[src/rtl/othello_pkg.sv]
// -----------------------------------------------------------------------------
// othello_pkg
//   Shared definitions for the Othello board engine.
//   - cell codes (EMPTY, P_DARK, P_LIGHT)
//   - direction indices DIR_UP..DIR_UPL (clockwise from up)
//   - dir_dx / dir_dy : unit step of a direction, two's complement in 2 bits
//   - opponent()      : colour of the other player
//   - first_set()     : lowest set bit of a direction mask, {found, index}
//   - state_t         : engine FSM state encoding
// -----------------------------------------------------------------------------
package othello_pkg;

   localparam logic [1:0] EMPTY   = 2'd0;
   localparam logic [1:0] P_DARK  = 2'd2;
   localparam logic [1:0] P_LIGHT = 2'd3;

   localparam logic [2:0] DIR_UP  = 3'd0;
   localparam logic [2:0] DIR_UPR = 3'd1;
   localparam logic [2:0] DIR_R   = 3'd2;
   localparam logic [2:0] DIR_DNR = 3'd3;
   localparam logic [2:0] DIR_DN  = 3'd4;
   localparam logic [2:0] DIR_DNL = 3'd5;
   localparam logic [2:0] DIR_L   = 3'd6;
   localparam logic [2:0] DIR_UPL = 3'd7;

   // S_PUT is the final write of the mover's disc onto the target cell,
   // the closing cycle of the flip phase.
   typedef enum logic [2:0] {
      S_IDLE  = 3'd0,
      S_CHECK = 3'd1,
      S_SCAN  = 3'd2,
      S_FLIP  = 3'd3,
      S_PUT   = 3'd4,
      S_FIN   = 3'd5
   } state_t;

   function automatic logic [1:0] opponent(input logic [1:0] s);
      return {1'b1, ~s[0]};
   endfunction

   // x step: +1 for the right-hand directions, -1 for the left-hand ones
   function automatic logic signed [1:0] dir_dx(input logic [2:0] d);
      case (d)
         DIR_UPR, DIR_R, DIR_DNR: return 2'sb01;
         DIR_DNL, DIR_L, DIR_UPL: return 2'sb11;
         default:                 return 2'sb00;
      endcase
   endfunction

   // y step: up is y-1
   function automatic logic signed [1:0] dir_dy(input logic [2:0] d);
      case (d)
         DIR_UPL, DIR_UP, DIR_UPR: return 2'sb11;
         DIR_DNR, DIR_DN, DIR_DNL: return 2'sb01;
         default:                  return 2'sb00;
      endcase
   endfunction

   // Scanned from the top down so the lowest set bit wins.
   function automatic logic [3:0] first_set(input logic [7:0] m);
      logic [3:0] r;
      r = 4'd0;
      for (int i = 7; i >= 0; i--) begin
         if (m[i]) r = {1'b1, 3'(i)};
      end
      return r;
   endfunction

endpackage

[src/rtl/board_dir_stepper.sv]
// -----------------------------------------------------------------------------
// board_dir_stepper
//   One step from (x, y) in direction d on an N x N board. Purely combinational.
//   Ports:
//     x, y      in  XW  current cell
//     d         in  3   direction index (othello_pkg DIR_*)
//     nx, ny    out XW  neighbour cell (meaningless when on_board = 0)
//     on_board  out 1   neighbour lies inside the board
//   Arithmetic is done two bits wider than the coordinates so that both
//   stepping below 0 and stepping to N are seen, for any N (power of two
//   or not).
// -----------------------------------------------------------------------------
module board_dir_stepper #(
   parameter int N  = 8,
   parameter int XW = $clog2(N)
) (
   input  logic [XW-1:0] x,
   input  logic [XW-1:0] y,
   input  logic [2:0]    d,
   output logic [XW-1:0] nx,
   output logic [XW-1:0] ny,
   output logic          on_board
);
   import othello_pkg::*;

   localparam logic signed [XW+1:0] NLIM = (XW+2)'(N);

   logic signed [1:0]    dx, dy;
   logic signed [XW+1:0] ddx, ddy;
   logic signed [XW+1:0] sx, sy;

   always_comb begin
      dx  = dir_dx(d);
      dy  = dir_dy(d);
      ddx = {{XW{dx[1]}}, dx};
      ddy = {{XW{dy[1]}}, dy};
      sx  = $signed({2'b00, x}) + ddx;
      sy  = $signed({2'b00, y}) + ddy;
      on_board = !sx[XW+1] && (sx < NLIM) && !sy[XW+1] && (sy < NLIM);
      nx = sx[XW-1:0];
      ny = sy[XW-1:0];
   end

endmodule

[src/rtl/board_engine.sv]
// -----------------------------------------------------------------------------
// board_engine
//   Othello board store plus move engine. Checks all eight directions from a
//   target cell one board cell per clock, then (for PLACE) flips captured
//   discs one write per clock, counting them. A separate combinational read
//   port serves the display.
//   Ports:
//     clock, resetn             clock; synchronous active-low reset
//     cmd_valid / cmd_ready     command handshake
//     cmd_write                 0 = PROBE (check only), 1 = PLACE
//     side, x, y                mover colour and target, sampled at accept
//     done                      one-cycle pulse, results valid until next accept
//     legal, dir, flip_count    result of the last command
//     rd_x, rd_y, rd_q          display read port (combinational)
//     dbg_state                 current FSM state (othello_pkg::state_t)
//   Handshake: a command is accepted on a rising clock edge where cmd_valid
//   and cmd_ready are both 1. cmd_ready is 1 only while the engine is idle;
//   cmd_valid while cmd_ready is 0 is ignored and never queued, and the
//   command fields are only looked at on the accepting edge.
// -----------------------------------------------------------------------------
module board_engine #(
   parameter int N  = 8,
   parameter int XW = $clog2(N)
) (
   input  logic          clock,
   input  logic          resetn,
   input  logic          cmd_valid,
   output logic          cmd_ready,
   input  logic          cmd_write,
   input  logic [1:0]    side,
   input  logic [XW-1:0] x,
   input  logic [XW-1:0] y,
   output logic          done,
   output logic          legal,
   output logic [7:0]    dir,
   output logic [XW+2:0] flip_count,
   input  logic [XW-1:0] rd_x,
   input  logic [XW-1:0] rd_y,
   output logic [1:0]    rd_q,
   output logic [2:0]    dbg_state
);
   import othello_pkg::*;

   localparam int CELLS = N * N;
   localparam int AW    = $clog2(CELLS);
   localparam int H     = N / 2;

   function automatic logic [AW-1:0] cell_addr(input logic [XW-1:0] ax, input logic [XW-1:0] ay);
      int a;
      a = int'(ay) * N + int'(ax);
      return a[AW-1:0];
   endfunction

   logic [1:0]    board [CELLS];
   state_t        state;
   logic          wr_q;
   logic [1:0]    side_q;
   logic [XW-1:0] tx, ty;      // target cell
   logic [XW-1:0] cx, cy;      // walking cursor
   logic [2:0]    d;           // direction being scanned / flipped
   logic          first;       // cursor still on the target (first step pending)

   // cursor stepper: SCAN walk and FLIP walk
   logic [XW-1:0] sc_x, sc_y;
   logic          sc_on;
   // target stepper: first cell of the next direction to flip
   logic [XW-1:0] st_x, st_y;
   logic          st_on;

   logic [1:0] opp;
   logic [1:0] cell_next;
   logic       tgt_on;
   logic       scan_end, scan_hit;
   logic [7:0] dir_n;
   logic [7:0] sel_mask;
   logic       nd_found;
   logic [2:0] nd;

   board_dir_stepper #(.N(N), .XW(XW)) u_step_cur (
      .x(cx), .y(cy), .d(d), .nx(sc_x), .ny(sc_y), .on_board(sc_on)
   );

   board_dir_stepper #(.N(N), .XW(XW)) u_step_tgt (
      .x(tx), .y(ty), .d(nd), .nx(st_x), .ny(st_y), .on_board(st_on)
   );

   always_comb begin
      opp       = opponent(side_q);
      tgt_on    = (int'(tx) < N) && (int'(ty) < N);
      cell_next = sc_on ? board[cell_addr(sc_x, sc_y)] : EMPTY;

      // Direction outcome for this SCAN cycle. The first step must land on
      // an opponent disc; after that a run of opponent discs ends either on
      // the mover's disc (capture) or on anything else (no capture).
      scan_end = 1'b0;
      scan_hit = 1'b0;
      if (!sc_on) begin
         scan_end = 1'b1;
      end else if (first) begin
         scan_end = (cell_next != opp);
      end else if (cell_next != opp) begin
         scan_end = 1'b1;
         scan_hit = (cell_next == side_q);
      end
      dir_n = dir | (scan_hit ? (8'd1 << d) : 8'd0);

      // Next direction to flip: lowest captured one overall when leaving
      // SCAN, lowest captured one above d while already flipping.
      if (state == S_FLIP) sel_mask = dir & (8'hFE << d);
      else                 sel_mask = dir_n;
      {nd_found, nd} = first_set(sel_mask);
   end

   always_ff @(posedge clock) begin
      if (!resetn) begin
         for (int i = 0; i < CELLS; i++) board[i] <= EMPTY;
         board[cell_addr(XW'(H-1), XW'(H-1))] <= P_DARK;
         board[cell_addr(XW'(H),   XW'(H-1))] <= P_LIGHT;
         board[cell_addr(XW'(H-1), XW'(H))]   <= P_LIGHT;
         board[cell_addr(XW'(H),   XW'(H))]   <= P_DARK;
         state      <= S_IDLE;
         done       <= 1'b0;
         legal      <= 1'b0;
         dir        <= 8'd0;
         flip_count <= '0;
         wr_q       <= 1'b0;
         side_q     <= EMPTY;
         tx         <= '0;
         ty         <= '0;
         cx         <= '0;
         cy         <= '0;
         d          <= 3'd0;
         first      <= 1'b0;
      end else begin
         done <= 1'b0;
         case (state)
            S_IDLE: begin
               if (cmd_valid) begin
                  wr_q       <= cmd_write;
                  side_q     <= side;
                  tx         <= x;
                  ty         <= y;
                  dir        <= 8'd0;
                  legal      <= 1'b0;
                  flip_count <= '0;
                  state      <= S_CHECK;
               end
            end
            S_CHECK: begin
               if (!tgt_on || board[cell_addr(tx, ty)] != EMPTY) begin
                  state <= S_FIN;
               end else begin
                  d     <= 3'd0;
                  cx    <= tx;
                  cy    <= ty;
                  first <= 1'b1;
                  state <= S_SCAN;
               end
            end
            S_SCAN: begin
               if (scan_end) begin
                  dir <= dir_n;
                  if (d == 3'd7) begin
                     if (wr_q && nd_found && st_on) begin
                        d     <= nd;
                        cx    <= st_x;
                        cy    <= st_y;
                        state <= S_FLIP;
                     end else begin
                        state <= S_FIN;
                     end
                  end else begin
                     d     <= d + 3'd1;
                     cx    <= tx;
                     cy    <= ty;
                     first <= 1'b1;
                  end
               end else begin
                  cx    <= sc_x;
                  cy    <= sc_y;
                  first <= 1'b0;
               end
            end
            S_FLIP: begin
               // cursor always sits on an opponent disc of a captured run
               board[cell_addr(cx, cy)] <= side_q;
               flip_count <= flip_count + (XW+3)'(1);
               if (sc_on && cell_next == opp) begin
                  cx <= sc_x;
                  cy <= sc_y;
               end else if (nd_found && st_on) begin
                  d  <= nd;
                  cx <= st_x;
                  cy <= st_y;
               end else begin
                  state <= S_PUT;
               end
            end
            S_PUT: begin
               board[cell_addr(tx, ty)] <= side_q;
               state <= S_FIN;
            end
            S_FIN: begin
               legal <= |dir;
               done  <= 1'b1;
               state <= S_IDLE;
            end
            default: state <= S_IDLE;
         endcase
      end
   end

   assign cmd_ready = (state == S_IDLE);
   assign dbg_state = state;
   assign rd_q      = ((int'(rd_x) < N) && (int'(rd_y) < N)) ? board[cell_addr(rd_x, rd_y)] : EMPTY;

endmodule

[config.mk]
export PLATFORM = sky130hd
export DESIGN_NAME = board_engine
export DESIGN_NICKNAME = d
export VERILOG_FILES = /design/src/rtl/othello_pkg.sv /design/src/rtl/board_dir_stepper.sv /design/src/rtl/board_engine.sv
export SDC_FILE = /design/constraint.sdc
export NUM_CORES = 1
export LEC_CHECK = 0
export ABC_AREA = 1
export CORE_MARGIN = 2
export CORE_UTILIZATION = 35
export CTS_CLUSTER_DIAMETER = 150
export CTS_CLUSTER_SIZE = 20
export DETAILED_ROUTE_END_ITERATION = 6
export SYNTH_ARGS = -nofsm -noshare
export SYNTH_HDL_FRONTEND = slang
export SYNTH_SLANG_ARGS = --single-unit
[constraint.sdc]
create_clock -name clock -period 5.4 [get_ports clock]
set_input_delay 1.08 -clock clock [delete_from_list [all_inputs] [get_ports clock]]
set_output_delay 1.08 -clock clock [all_outputs]
set_load 0.01 [all_outputs]
==> results of run 1 <==
## state kept, by name, indices dropped and copies added (netlist names)
register	count
board	128
cx	3
cy	3
d	3
dbg_state	3
dir	8
done	1
first	1
flip_count	6
legal	1
side_q	2
tx	3
ty	3
wr_q	1
## critical path: cells and delay by family (launching register included)
family	cells	cell delay (ns)
buf+inv	26	3.05
simple gates	15	1.37
fa+ha+maj	3	0.81
flops	1	0.37
compound gates	1	0.04
## area by class of cell
type                            instances  area [um^2]
Clock buffer                           17        425.4
Clock inverter                         15        163.9
Fill cell                            3282        17980
Inverter                              197        749.5
Multi-Input combinational cell       1224         6560
Sequential cell                       166         4613
Tap cell                              442        553.0
Timing Repair Buffer                  184         1658
## metal layers
metal | global-route usage | vias to the layer above
met4 | 0.1071 | 0
met2 | 0.3960 | 602
met3 | 0.04213 | 114
met1 | 0.3069 | 5772
li1 | - | 5795
met5 | 0 | -
## kinds of logic (layout without fill, tap and decap cells)
family,after synthesis,in the layout,share of synthesized area
buf+inv,289,413,0.09846
simple gates,858,858,0.3074
compound gates,335,335,0.1646
xor+xnor,3,3,0.002253
flops,166,166,0.3947
fa+ha+maj,28,28,0.03260
## final timing paths
path / end / from / slack, ns / cells past startpoint
worst min register to register: dir[5] / dir[5] / 0.49 / 2
worst min-delay path: dir[5] / dir[5] / 0.49 / 2
worst max register to register: dir[5] / d[1] / -0.38 / 45
worst max-delay path: dir[5] / d[1] / -0.38 / 45
## layout by cell type (no fill, tap or decap), types with 22 or more instances in the layout
master,Yosys,final
buf_4,2,126
edfxtp_1,128,128
nand2_2,17,26
o21ai_0,149,147
nand3_2,2,34
nor2_1,230,221
clkdlybuf4s50_1,0,37
inv_1,184,178
a221oi_1,22,22
nor3_1,25,23
dfxtp_1,38,35
nand2_1,425,404
a21oi_1,92,85
nand3_1,127,89
## power by group through the flow
stage	logic (mW)	clock network [mW]	registers [mW]
3_5_place_dp	3.69	0	1.66
6_report	4.53	1.27	1.66
2_1_floorplan	2.33	0	1.60
3_3_place_gp	3.67	0	1.67
5_1_grt	4.88	1.32	1.67
4_1_cts	4.10	1.28	1.64
## metrics by stage
stage	hold WS [ns]	utilization	setup slack, ns	TNS [ns]	std cells
after floorplan	0.4570	-	0.1457	0	1679
after global placement	0.4631	0.3999	-0.5060	-4.973	2170
after detailed placement	0.4709	0.3999	-0.5345	-5.356	2170
after CTS	0.4815	0.4360	-0.3046	-3.419	2237
after global routing	0.5116	0.4502	-0.6805	-8.096	2245
final	0.4861	0.4502	-0.3779	-4.330	2245
## what timing repair did
item | 4_1_cts | 5_1_grt
buffers inserted | 32 | 10
endpoints found under the setup margin | 12 | 13
gates resized for setup | 64 | 93
pin swaps | 39 | 81
gates cloned | 3 | 0
==> flow_summary_export.csv, run 1 <==
group,metric,value,unit
run_status,outcome,"finished, violations left",
run_status,violations,"DRC, setup timing",
routing,route.met2.wl,19720,um
pwr,p_total,7.455,mW
global_routing,grt-ovfl-total,0,
clock_network,insertion_delay,0.46,ns
layout,area_delta_synth_final,26.20,%
routing,wl_met1,17380,um
global_routing,antenna_found_initial,0,
setup_path,worstPathArrival,6.11,ns
pwr,p_per_area,506.4,nW/um^2
yosys,syn_area_per_cell,6.948,um^2
layout,final_layout_size_suffix_gt1_frac,0.1869,
routing,drt-vias-per-instance,5.471,
worst_hold_path,min_path_type,"reg -> reg",
setup_path,path_max_fanout,8,
sta,fin_skew,0.01213,ns
routing,drc,9,
placed_design,gp_congestion,0.9218,
placed_design,dpl-instance-area,13080,um^2
pwr,p_int,3.909,mW
layout,layout.nets,1836,
floorplanning,start_util,0.3567,
setup_path,cpMaxStageDelayCell,"fa_2",
layout,n_antenna_cell,0,
sta,drv_slew,0,
setup_path,slowest_delay,0.48,ns
yosys,synth_edf_count,128,
floorplanning,dieArea,34810,um^2
routing,vias,12280,
job,cap_viol_max_count,0,
pwr,p_leak,6.455,nW
placed_design,hpwlAfterDp,28350,um
yosys,synth_largest_type_area_fraction,0.3295,
sta,worstMarginPinSlew,1.112,ns
pwr,power_switching,3.546,mW
clock_network,htree_num_levels,4,
yosys,post_synth_num_cell_types,51,
yosys,syn_area,11670,um^2
routing,wl_per_cell,18.92,um
yosys,ys.flop_type,"edfxtp_1",
yosys,synth.largest_area_cell,"edfxtp_1",
sta,slew_headroom,0.2569,
setup_path,criticalPathCategory,"reg -> reg",
global_routing,grt_pass1_wl,65070,um
sta,finalHoldViolCount,0,
yosys,synthCells,1679,
clock_network,cts_tree,"done",
pwr,power_frac_comb,0.608,
routing,totalWireLength,42480,um
placed_design,io_buffers,39,
setup_path,end_kind,"register",
sta,period_share,1.070,
clock_network,ctsRootBufferMaster,"clkbuf_16",
yosys,ys_ff_latch,166,
setup_path,critPathLaunchType,"register",
floorplanning,fp.dieW,186.6,um
clock_network,hold_buffers,0,
pwr,power_frac_seq,0.222,
global_routing,track_usage,0.2396,
setup_path,cp.required,5.73,ns
sta,period_needed,5.778,ns
yosys,async_flop_share,0,
layout,stdcell_area,14720,um^2
sta,final.setup.worst_slack,-0.3779,ns
clock_network,cts_buffer_depth,2,
yosys,yosysMostFrequentCell,"nand2_1",
yosys,synth.net_count,1725,
sta,clock.fmax,173.1,MHz
floorplanning,die_h,186.6,um
yosys,synthTopCellsByArea,"edfxtp_1 (33%), nand2_1 (14%), nor2_1 (7.4%), dfxtp_1 (6.5%), o21ai_0 (6.4%)",
sta,setup_viol_count_final,13,
routing,first_pass_iters,7,
routing,drt_iter0_markers,1358,
routing,ant_nets,0,
yosys,ys_seq_area_frac,0.3947,
clock_network,clkTransAtPathRegs,0.07,ns
yosys,synthTopCellsByCount,"nand2_1 (425), nor2_1 (230), inv_1 (184)",
pwr,p_sw_frac,0.4757,
setup_path,crit_path_frequent_cell,"buf_4",
floorplanning,num_rows,66,
routing,highest_layer,"met4",
floorplanning,fp.coreArea,32700,um^2
clock_network,cts.sinks,166,
floorplanning,pin_count,40,
routing,wl_met3,3674,um
sta,rsz0062_at_grt,"true",
pwr,clockPowerShare,0.170,
pwr,peakVddDrop,0.2726,mV
global_routing,grt_max_degree,81,
global_routing,grt_pass1_vias,11670,
clock_network,cts_buffers,17,
yosys,yosys_warnings,0,
No activity file was read; power rests on OpenSTA's default activity.
==> inputs of run 2 (changes only) <==
CORE_ASPECT_RATIO = 0.7   (was default)
==> flow_summary_export.csv, run 2 (synthesis gave the netlist of run 1 again) <==
group,metric,value,unit
routing,vias,12640,
routing,first_pass_iters,6,
sta,period_share,1.106,
clock_network,insertion_delay,0.48,ns
global_routing,grt-ovfl-total,0,
pwr,p_total,7.365,mW
setup_path,worstPathArrival,6.36,ns
routing,drc,0,
pwr,p_per_area,505.5,nW/um^2
pwr,p_leak,6.504,nW
global_routing,grt_pass1_vias,11590,
layout,layout_common_cells,"nand2_1 (408), nor2_1 (216), inv_1 (180), o21ai_0 (148), buf_4 (137)",
setup_path,cpMaxStageDelayCell,"fa_2",
layout,seqCellArea,4613,um^2
routing,wl_per_cell,20.15,um
sta,rsz0062_at_grt,"true",
clock_network,ctsRootBufferMaster,"clkbuf_16",
layout,layout.nets,1844,
layout,final_common_cell,"nand2_1",
setup_path,end_kind,"register",
placed_design,io_buffers,39,
global_routing,antenna_found_initial,0,
sta,drv_slew,0,
layout,largest_register_ffs,128,
clock_network,clkTransAtPathRegs,0.07,ns
global_routing,track_usage,0.2589,
layout,area_delta_synth_final,24.89,%
global_routing,grt_max_degree,88,
sta,finalHoldViolCount,0,
setup_path,slowest_delay,0.48,ns
routing,drt-vias-per-instance,5.648,
placed_design,gp_congestion,0.9209,
worst_hold_path,min_path_type,"reg -> reg",
floorplanning,die_h,156.8,um
sta,slew_headroom,0.3744,
floorplanning,dieArea,34830,um^2
floorplanning,fp.dieW,222.2,um
sta,tns,-6.541,ns
floorplanning,fp.coreArea,32550,um^2
floorplanning,start_util,0.3584,
floorplanning,pin_count,40,
layout,regMostFlops,"board",
routing,drt_iter0_markers,1844,
floorplanning,num_rows,55,
setup_path,critPathLaunchType,"register",
placed_design,hpwlAfterDp,30710,um
routing,totalWireLength,45090,um
run_status,violations,"setup timing",
sta,final.setup.worst_slack,-0.5719,ns
sta,fin_skew,0.01484,ns
sta,period_needed,5.972,ns
setup_path,crit_path_frequent_cell,"nand2_4",
layout,n_antenna_cell,0,
setup_path,cp.required,5.79,ns
placed_design,place_inst,2145,
layout,top_regs,"board: 128 flops, dir: 8 flops, flip_count: 6 flops",
sta,clock.fmax,167.5,MHz
run_status,outcome,"finished, violations left",
clock_network,cts_buffers,17,
layout,stdcell_count,2238,
setup_path,path_max_fanout,11,
clock_network,cts_buffer_depth,2,
placed_design,post-place-ws,-0.3296,ns
clock_network,hold_buffers,0,
global_routing,grt_pass1_wl,68410,um
routing,ant_nets,0,
clock_network,cts_tree,"done",
job,cap_viol_max_count,0,
layout,final_layout_size_suffix_gt1_frac,0.1795,
clock_network,cts.sinks,166,
layout,nFillCells,3274,
sta,worstMarginPinSlew,0.9349,ns
pwr,peakVddDrop,0.2543,mV
layout,multi_input_area,6397,um^2
clock_network,htree_num_levels,4,
setup_path,criticalPathCategory,"reg -> reg",
sta,setup_viol_count_final,13,
## run 2: repair_timing
item,4_1_cts,5_1_grt
endpoints found under the setup margin,12,13
resized for setup,82,45
buffers inserted,52,9
pin swaps,46,53
cloned,1,1
hold endpoints to repair,0,0
## run 2: path summary, 6_finish.rpt
| kind | from | end | slack, ns | cells after the start |
|---|---|---|---|---|
| worst max-delay path | d[0] | d[1] | -0.57 | 41 |
| worst min-delay path | dir[1] | dir[1] | 0.49 | 2 |
| worst max register to register | d[0] | d[1] | -0.57 | 41 |
| worst min register to register | dir[1] | dir[1] | 0.49 | 2 |
## run 2: layout make-up
| cell class | count | share of cell area |
|---|---|---|
| flip-flops and latches | 166 | 0.3166 |
| multi-input cells | 1224 | 0.4391 |
| clock buffers | 18 | 0.03014 |
| inverters | 197 | 0.05144 |
| clock inverters | 14 | 0.01185 |
| well taps | 427 | 0.03667 |
| repair buffers | 192 | 0.1142 |
## run 2: stage by stage
stage	area (um^2)	util	hold WS, ns
finish	14570	0.4476	0.4903
global route	14570	0.4476	0.5152
CTS	14340	0.4405	0.4884
detailed placement	12960	0.3981	0.4750
global placement	12960	0.3981	0.4709
floorplan	11670	-	0.4570
## run 2: worst max-delay path: cells and delay by family, from the launching register on
kind,cells,cell delay [ns]
AOI/OAI and AO/OA,3,0.46
adders and majority gates,4,1.01
buffers and inverters,8,0.91
DFF,1,0.37
and+or+nand+nor,26,3.16
## run 2: per-layer routing
layer / share of wire / vias to the layer above / track usage
met4: 0.031 / 0 / 0.09202
li1: - / 5803 / -
met1: 0.44 / 5934 / 0.3755
met2: 0.40 / 783 / 0.3632
met5: 0 / - / 0
met3: 0.13 / 121 / 0.07341
## run 2: where the power goes
group	total (mW)	internal (mW)	switching, mW
registers	1.63	1.49	0.137
clock network	1.32	0.744	0.572
logic	4.42	1.61	2.80
==> inputs of run 3 (changes only) <==
PLACE_DENSITY_LB_ADDON = 0.25   (was default)
==> flow_summary_export.csv, run 3 (synthesis gave the netlist of run 1 again) <==
group,metric,value,unit
clock_network,cts.sinks,166,
layout,layout_common_cells,"nand2_1 (413), nor2_1 (224), inv_1 (178), o21ai_0 (145), edfxtp_1 (128)",
floorplanning,die_h,156.8,um
floorplanning,dieArea,34830,um^2
clock_network,htree_num_levels,4,
clock_network,cts_buffers,17,
placed_design,post-place-ws,-0.6789,ns
layout,layout.nets,1832,
routing,wl_per_cell,19.56,um
floorplanning,num_rows,55,
setup_path,r2r_cells,40,
clock_network,cts_tree,"done",
layout,regMostFlops,"board",
clock_network,insertion_delay,0.48,ns
global_routing,grt_pass1_wl,65760,um
setup_path,critPathLaunchType,"register",
setup_path,worstPathArrival,6.07,ns
layout,seqCellArea,4613,um^2
layout,largest_register_ffs,128,
pwr,p_leak,6.427,nW
pwr,power_switching,3.508,mW
sta,rsz0062_at_grt,"true",
layout,n_antenna_cell,0,
routing,drt_iter0_markers,1599,
job,cap_viol_max_count,0,
layout,top_regs,"board: 128 flops, dir: 8 flops, flip_count: 6 flops",
layout,final_common_cell,"nand2_1",
pwr,power_frac_comb,0.603,
floorplanning,fp.dieW,222.2,um
clock_network,hold_buffers,0,
clock_network,ctsRootBufferMaster,"clkbuf_16",
setup_path,criticalPathCategory,"reg -> reg",
layout,multi_input_area,6425,um^2
layout,nFillCells,3290,
clock_network,cts_buffer_depth,2,
setup_path,path_max_fanout,7,
global_routing,track_usage,0.2505,
sta,finalHoldViolCount,0,
worst_hold_path,min_path_type,"reg -> reg",
floorplanning,start_util,0.3584,
sta,period_share,1.056,
routing,drt-vias-per-instance,5.553,
pwr,power_frac_seq,0.222,
routing,totalWireLength,43550,um
pwr,p_int,3.820,mW
floorplanning,fp.coreArea,32550,um^2
sta,whs,0.4824,ns
setup_path,slowest_delay,0.61,ns
global_routing,grt_pass1_vias,11280,
sta,drv_slew,0,
placed_design,gp_congestion,0.9287,
routing,vias,12360,
pwr,p_sw_frac,0.4787,
global_routing,antenna_found_initial,0,
placed_design,hpwlAfterDp,30740,um
routing,drc,17,
sta,setup_viol_count_final,12,
sta,slew_headroom,0.1805,
sta,worstMarginPinSlew,1.228,ns
setup_path,end_kind,"register",
pwr,p_per_area,504.6,nW/um^2
sta,fin_skew,0.01933,ns
global_routing,grt-ovfl-total,0,
worst_hold_path,whs_path_depth,2,
clock_network,clkTransAtPathRegs,0.08,ns
placed_design,io_buffers,39,
sta,tns,-3.117,ns
layout,finalCoreUtilization,0.4461,
pwr,clockPowerShare,0.175,
layout,final_layout_size_suffix_gt1_frac,0.1773,
routing,first_pass_iters,7,
global_routing,grt_max_degree,88,
pwr,p_total,7.328,mW
setup_path,cpMaxStageDelayCell,"fa_2",
setup_path,cp.required,5.77,ns
pwr,peakVddDrop,0.2689,mV
sta,final.setup.worst_slack,-0.3004,ns
floorplanning,pin_count,40,
run_status,violations,"DRC, setup timing",
run_status,outcome,"finished, violations left",
sta,period_needed,5.700,ns
routing,ant_nets,0,
sta,clock.fmax,175.4,MHz
layout,area_delta_synth_final,24.47,%
## run 3: cell count changes in the layout (fill, tap and decap cells not counted), sizes merged
| cell | previous run | this run |
|---|---|---|
| clkbuf | 19 | 17 |
| buf | 154 | 143 |
| clkinvlp | 0 | 1 |
| clkinv | 9 | 10 |
| bufinv | 3 | 2 |
## run 3: timing repair
item | 4_1_cts | 5_1_grt
endpoints found under the hold margin | 0 | 0
gates cloned | 1 | 0
setup buffers | 26 | 8
gates resized for setup | 94 | 41
setup endpoints to repair | 12 | 12
pin swaps | 58 | 56
## run 3: area by class of cell
cell class	instances	share of cell area
multi-input combinational	1224	0.4424
sequential	166	0.3177
timing repair buffer	180	0.1099
inverter	197	0.05213
tap	427	0.03679
clock buffer	17	0.02930
clock inverter	15	0.01180
## run 3: worst paths after layout
kind | start | to | slack [ns]
worst max-delay path | d[1] | cy[0] | -0.30
worst min-delay path | dir[1] | dir[1] | 0.48
worst max register to register | d[1] | cy[0] | -0.30
worst min register to register | dir[1] | dir[1] | 0.48
## run 3: per-layer routing
layer	GRT usage	vias up	wire length, um
met5	0	-	0
met4	0.06853	0	761
met2	0.3498	685	17540
met3	0.07416	53	5404
met1	0.3698	5838	19850
li1	-	5786	-
## run 3: power by group through the flow
stage / Sequential, mW / Combinational [mW] / Clock [mW]
2_1_floorplan: 1.60 / 2.33 / 0
3_3_place_gp: 1.63 / 3.70 / 0
3_5_place_dp: 1.64 / 3.72 / 0
4_1_cts: 1.62 / 4.12 / 1.30
5_1_grt: 1.64 / 4.74 / 1.35
6_report: 1.63 / 4.42 / 1.29
## run 3: stage by stage
stage	area, um^2	std cells
after floorplan	11670	1679
after global placement	13120	2163
after detailed placement	13120	2163
after CTS	14320	2219
after global routing	14520	2226
final	14520	2226
## run 3: worst max-delay path, delay by kind of cell, from the launching register on
kind | cells | cell delay (ns)
buffers and inverters | 7 | 0.72
flip-flops | 1 | 0.38
AND/OR/NAND/NOR | 25 | 2.76
AO/OA/AOI/OAI | 4 | 0.56
adder cells (fa/ha/maj) | 4 | 1.17
